==> src/rtl/inst_uncached_fetch_ctrl.sv <==
// Uncached instruction fetch sequencer between the I stage and an SRAM-like bus port.
// Issues one read per fetch PC, holds the word until consumed, and drops stale responses after flush.
module inst_uncached_fetch_ctrl #(
    parameter int unsigned ADDR_W = 32,
    parameter int unsigned DATA_W = 32
) (
    input  logic              clk,
    input  logic              reset,
    input  logic              fetchReq,
    input  logic [ADDR_W-1:0] fetchPc,
    input  logic              fetchAdvance,
    input  logic              flush,
    output logic              instSramValid,
    output logic [DATA_W-1:0] instSramData,
    output logic              busReq,
    output logic [ADDR_W-1:0] busAddr,
    input  logic              busAddrOk,
    input  logic              busDataOk,
    input  logic [DATA_W-1:0] busRdata,
    output logic              busy
);

    typedef enum logic [2:0] {
        IDLE,
        ADDR,
        DATA,
        READY,
        DISCARD
    } state_t;

    state_t            state;
    state_t            stateNext;
    logic [ADDR_W-1:0] addrQ;
    logic [DATA_W-1:0] dataQ;

    always_ff @(posedge clk) begin
        if (reset) begin
            state <= IDLE;
            addrQ <= '0;
            dataQ <= '0;
        end else begin
            state <= stateNext;
            if (state == IDLE && fetchReq && !flush) begin
                addrQ <= fetchPc;
            end
            if (state == DATA && busDataOk && !flush) begin
                dataQ <= busRdata;
            end
        end
    end

    always_comb begin
        stateNext = state;
        unique case (state)
            IDLE: begin
                if (fetchReq && !flush) stateNext = ADDR;
            end
            ADDR: begin
                // Withdrawing an unaccepted request is safe; once accepted the response must be drained.
                if (busAddrOk) stateNext = flush ? DISCARD : DATA;
                else if (flush) stateNext = IDLE;
            end
            DATA: begin
                if (busDataOk) stateNext = flush ? IDLE : READY;
                else if (flush) stateNext = DISCARD;
            end
            READY: begin
                if (fetchAdvance || flush) stateNext = IDLE;
            end
            DISCARD: begin
                if (busDataOk) stateNext = IDLE;
            end
            default: stateNext = IDLE;
        endcase
    end

    // All outputs decode from registered state so there is no path from fetchReq to the bus.
    assign busReq        = (state == ADDR);
    assign busAddr       = addrQ;
    assign instSramValid = (state == READY);
    assign instSramData  = dataQ;
    assign busy          = (state != IDLE);

endmodule

==> config.mk <==
export PLATFORM = sky130hd
export DESIGN_NAME = inst_uncached_fetch_ctrl
export DESIGN_NICKNAME = d
export VERILOG_FILES = /design/src/rtl/inst_uncached_fetch_ctrl.sv
export SDC_FILE = /design/constraint.sdc
export NUM_CORES = 1
export LEC_CHECK = 0
export ABC_AREA = 1
export CAP_MARGIN = 20
export CELL_PAD_IN_SITES_DETAIL_PLACEMENT = 0
export CELL_PAD_IN_SITES_GLOBAL_PLACEMENT = 1
export CORE_MARGIN = 10
export CORE_UTILIZATION = 27
export DETAILED_ROUTE_END_ITERATION = 10
export PLACE_DENSITY_LB_ADDON = 0.1
export SLEW_MARGIN = 10
export SYNTH_ARGS = -nofsm -noshare
export SYNTH_HDL_FRONTEND = slang
export SYNTH_SLANG_ARGS = --single-unit
==> constraint.sdc <==
create_clock -name clk -period 1.7 [get_ports clk]
set_clock_uncertainty 0.15 [all_clocks]
set_input_delay 0.34 -clock clk [delete_from_list [all_inputs] [get_ports clk]]
set_output_delay 0.34 -clock clk [all_outputs]
set_load 0.01 [all_outputs]
## After elaboration in Yosys (flattened, before gate mapping)

Cells that the tools add are included.

| word-level totals | value |
|---|---|
| register bits | 67 |
| output and inout bits | 67 |
| logic and storage cells | 32 |

| operators by class | value |
|---|---|
| equality and inequality tests | 9 |
| multiplexer cells | 10 |
| reductions and logical operators | 10 |

Operators with widths:

| operator | count |
|---|---|
| two-way mux 3 bit | 8 |
| case mux 3 bit (5 select lines) | 1 |
| equality test 3 x 2 -> 1 bit, second input constant | 2 |
| logical AND 1 bit | 5 |
| AND reduction 5 bit | 1 |
| inequality test 2 x 1 -> 1 bit, second input constant | 2 |
| equality test 3 x 1 -> 1 bit, second input constant | 1 |
| equality test 3 bit, second input constant | 1 |
| zero test 3 bit | 1 |
| inequality test 3 x 2 -> 1 bit, second input constant | 1 |
| inequality test 3 bit, second input constant | 1 |
| nonzero test 3 bit | 1 |
| two-way mux 2 bit | 1 |
| inequality test 2 bit, second input constant | 1 |
| zero test 1 bit | 1 |
| logical OR 1 bit | 1 |

## Depth between registers and ports, before layout

| logic depth | value |
|---|---|
| word-level depth | 4 |
| mapped depth | 10 |

## Worst setup path before layout

OpenSTA, ideal clock, no wires.

| timing path | value |
|---|---|
| kind | register to register |
| start point | reg state[2] |
| end point | reg dataQ[11] (netlist: instSramData[11]) |
| setup time | 0.113 ns |
| data arrival time | 1.086 ns |
| path slack | 0.351 ns |
| stages on the path, launching flop included | 9 |
| buffers on the path | 2 |
| clock period less this slack | 1.349 ns |
| path through | dfxtp_1 > buf_6 > nor2_8 > nand2_4 > nor2_8 > inv_4 > buf_6 > nor2_2 > nor2_1 |

| on the way | value |
|---|---|
| word-level cells in the longest chain between the ends | 3 |

RTL lines:

| what | line | RTL |
|---|---|---|
| start, declared | 31 | `state_t state;` |
| start signal, assigned | 42 | `state <= stateNext;` |
| equality test 3 x 2 -> 1 bit | 46 | `if (state == DATA && busDataOk && !flush) begin` |
| logical AND 1 bit (2 in series) | 46 |  |
| end signal, assigned | 47 | `dataQ <= busRdata;` |
| end, declared | 34 | `logic [DATA_W-1:0] dataQ;` |

No other way between the ends.
A chain may end at the register's enable or synchronous reset.

## Final worst setup path

| timing path | value |
|---|---|
| start point | reg state[0] |
| end point | out busy |

| on the way | value |
|---|---|
| word-level cells in the longest chain between the ends | 1 |

RTL lines:

| what | line | RTL |
|---|---|---|
| nonzero test 3 bit | 82 | `assign busy = (state != IDLE);` |
| end, declared | 20 | `output logic busy` |

No other way between the ends.

==> results.json <==
{
  "critPathTopFamily": "flip-flops",
  "synthTopCellsByCount": "nor2_1 (129), dfxtp_1 (67), o21ai_1 (33)",
  "via_count": 2522,
  "post_dp_cell_area_mm2": 0.00418,
  "hold_viol_final": 0,
  "hpwlAfterDp_um": 6140,
  "ctsHoldBuffers": 0,
  "cts_root_buf": "clkbuf_8",
  "synth_edf_count": 0,
  "slew_viol_final": 0,
  "num_io_pins": 138,
  "netSwitchingFraction_pct": 27.9,
  "max_clock_freq_ghz": 0.636,
  "drc": 0,
  "core_mm2": 0.00933,
  "wl_per_cell_um": 13.8,
  "cap_violations": 0,
  "synth.top_cell.area_share_pct": 51.3,
  "p_clk_share_pct": 29.6,
  "cts.sinks": 67,
  "antenna_cells": 0,
  "power_leakage_nw": 2.05,
  "dr.pass1.iters": 4,
  "finalNetCount": 547,
  "cts_buffer_depth": 2,
  "reg2reg_from": "state[0]",
  "ys_types": 20,
  "setup_tns_ns": 0,
  "num_rows": 35,
  "path_buf_inv": 2,
  "ant_nets": 0,
  "cp.required_ns": 1.21,
  "finalSetupViolCount": 0,
  "worst_setup_path_start_kind": "flip-flop",
  "p_comb_share_pct": 25.1,
  "first_global_vias": 2548,
  "fin_crit_sh_pct": 92.5,
  "grt_start_max_net_pins": 55,
  "worstHoldStart": "busAddr[1]",
  "yosysSeqAreaShare_pct": 51.3,
  "worst_path_max_delay_cell": "dfxtp_2",
  "netlist_area_mm2": 0.00262,
  "vdd_drop_max_mv": 0.504,
  "gp_congestion": 0.714,
  "yosysMostFrequentCell": "nor2_1",
  "critical_path.max_stage_delay_ns": 0.34,
  "whs_ns": 0.325,
  "crit_type": "reg -> out",
  "syn_avg_cell_area_um2": 7.95,
  "drt-initial-drc-count": 123,
  "die_width_um": 118,
  "status": "completed",
  "avgViaCountPerCell": 4.13,
  "tritoncts": "built",
  "die_area_mm2": 0.0140,
  "synthFlopType": "dfxtp_1",
  "n_fill_cell": 969,
  "clk_pin_slew_ns": 0.07,
  "worstPathMaxFanout": 4,
  "synth-seq-cells": 67,
  "period_minus_slack_ns": 1.57,
  "numCtsBuffers": 9,
  "synth_nets": 400,
  "slew_headroom_pct": 74.1,
  "grt_util_all_layers_pct": 11.9,
  "tightest_slew_ns": 0.389,
  "antenna_found_initial": 0,
  "min_path_type": "reg -> reg",
  "insertion_delay_ns": 0.33,
  "wl_um": 8400,
  "synth_area_leaders": "dfxtp_1 (51%), nor2_1 (19%), o21ai_1 (6.3%)",
  "powerDensity_mw_per_mm2": 922,
  "worstPathArrival_ns": 1.08,
  "cp-end-kind": "primary output",
  "startpoint": "state[0]",
  "gr-total-overflow": 0,
  "synth_top_area_cell": "dfxtp_1",
  "rsz0062_at_grt": "no",
  "yosys_warnings": 0,
  "area_delta_synth_final_pct": 63.0,
  "async_reset_ff_share_pct": 0,
  "initial_core_util_pct": 28.0,
  "power_switching_mw": 1.10,
  "worstPathCellList": "buf_4, nor2_8, nand2_4, buf_2",
  "portBuffers": 137,
  "sequentialPowerShare_pct": 45.3,
  "drive_gt1_share_pct": 12.3,
  "grt_pass1_wl_um": 13600,
  "fin_area_mm2": 0.00426,
  "htreeDepth": 3,
  "p_int_mw": 2.83,
  "die-height_um": 118,
  "netlist_instances": 329
}
layout make-up:
class / instances / area [um^2] / area share, %
Timing Repair Buffer: 156 / 1490 / 35.0
Tap cell: 129 / 161 / 3.79
Inverter: 11 / 46.3 / 1.09
Multi-Input combinational cell: 231 / 1050 / 24.5
Clock inverter: 2 / 10.0 / 0.235
Clock buffer: 14 / 163 / 3.81
Sequential cell: 67 / 1340 / 31.5
per-stage QoR:
stage	setup WS, ns	power, mW	instances	util [%]
2_1_floorplan	0.351	2.31	329	-
4_1_cts	0.00317	4.03	610	45.9
3_3_place_gp	-0.155	2.91	594	44.9
3_5_place_dp	-0.168	2.92	594	44.9
6_report	0.127	3.93	610	45.7
5_1_grt	0.0247	4.20	610	45.7
logic make-up (layout without fill, tap and decap cells):
group	count (synthesis)	after routing	synth area share (%)
AO/OA/AOI/OAI	65	65	12.4
buffers and inverters	31	183	8.75
flip-flops	67	67	51.3
AND/OR/NAND/NOR	166	166	27.5
placed cells by master, fill, tap and decap left out:
cell,n
o21ai_1,34
inv_4,2
clkdlybuf4s50_1,70
dfxtp_1,65
nor4_1,1
nor2_8,2
dlygate4sd2_1,64
buf_12,6
clkinv_2,2
inv_2,2
buf_2,1
nand3_1,1
nor2_1,129
nor2_2,12
inv_1,6
nand4_1,2
buf_4,13
nand2_1,14
o21ai_0,31
clkbuf_1,3
clkbuf_8,11
nand2_2,1
clkbuf_2,2
clkinv_1,1
dfxtp_2,2
nor3_1,1
nand2_4,3
metal layers:
metal	vias up	global-route usage (%)	share of wire (%)
li1	1336	-	-
met1	1086	14.0	46
met2	92	17.6	42
met3	8	7.09	10
met4	0	3.74	1.3
met5	-	0	0
worst reg2reg max path, stage by stage (launching register included):
cell	delay (ns)
dfxtp_2	0.34
buf_4	0.15
nor2_8	0.09
nand2_4	0.05
buf_4	0.13
inv_2	0.07
nand2_4	0.07
buf_4	0.19
o21ai_0	0.15
nor2_1	0.06
flip-flops by register name, summed over array words and instances (netlist names):
name          cells
busAddr          32
instSramData     32
state             3
final timing paths:
kind                               endpoint  slack, ns  depth (start not counted)
worst min-delay path             busAddr[1]       0.32                          2
worst min register to register   busAddr[1]       0.32                          2
worst max register to register  busAddr[21]       0.16                          9
worst max-delay path                   busy       0.13                          4
repair_timing:
| item | CTS | global route |
|---|---|---|
| setup endpoints to repair | 67 | 4 |
| setup buffers | 0 | 0 |
| gates resized for setup | 72 | 5 |
power by group through the flow:
stage | logic (mW) | registers [mW] | clock network (mW)
after detailed placement | 1.10 | 1.82 | 0
final | 0.986 | 1.78 | 1.16
after CTS | 1.02 | 1.78 | 1.23
after global routing | 1.10 | 1.80 | 1.30
after floorplan | 0.451 | 1.86 | 0
after global placement | 1.10 | 1.81 | 0
(Power assumes the default switching activity.)
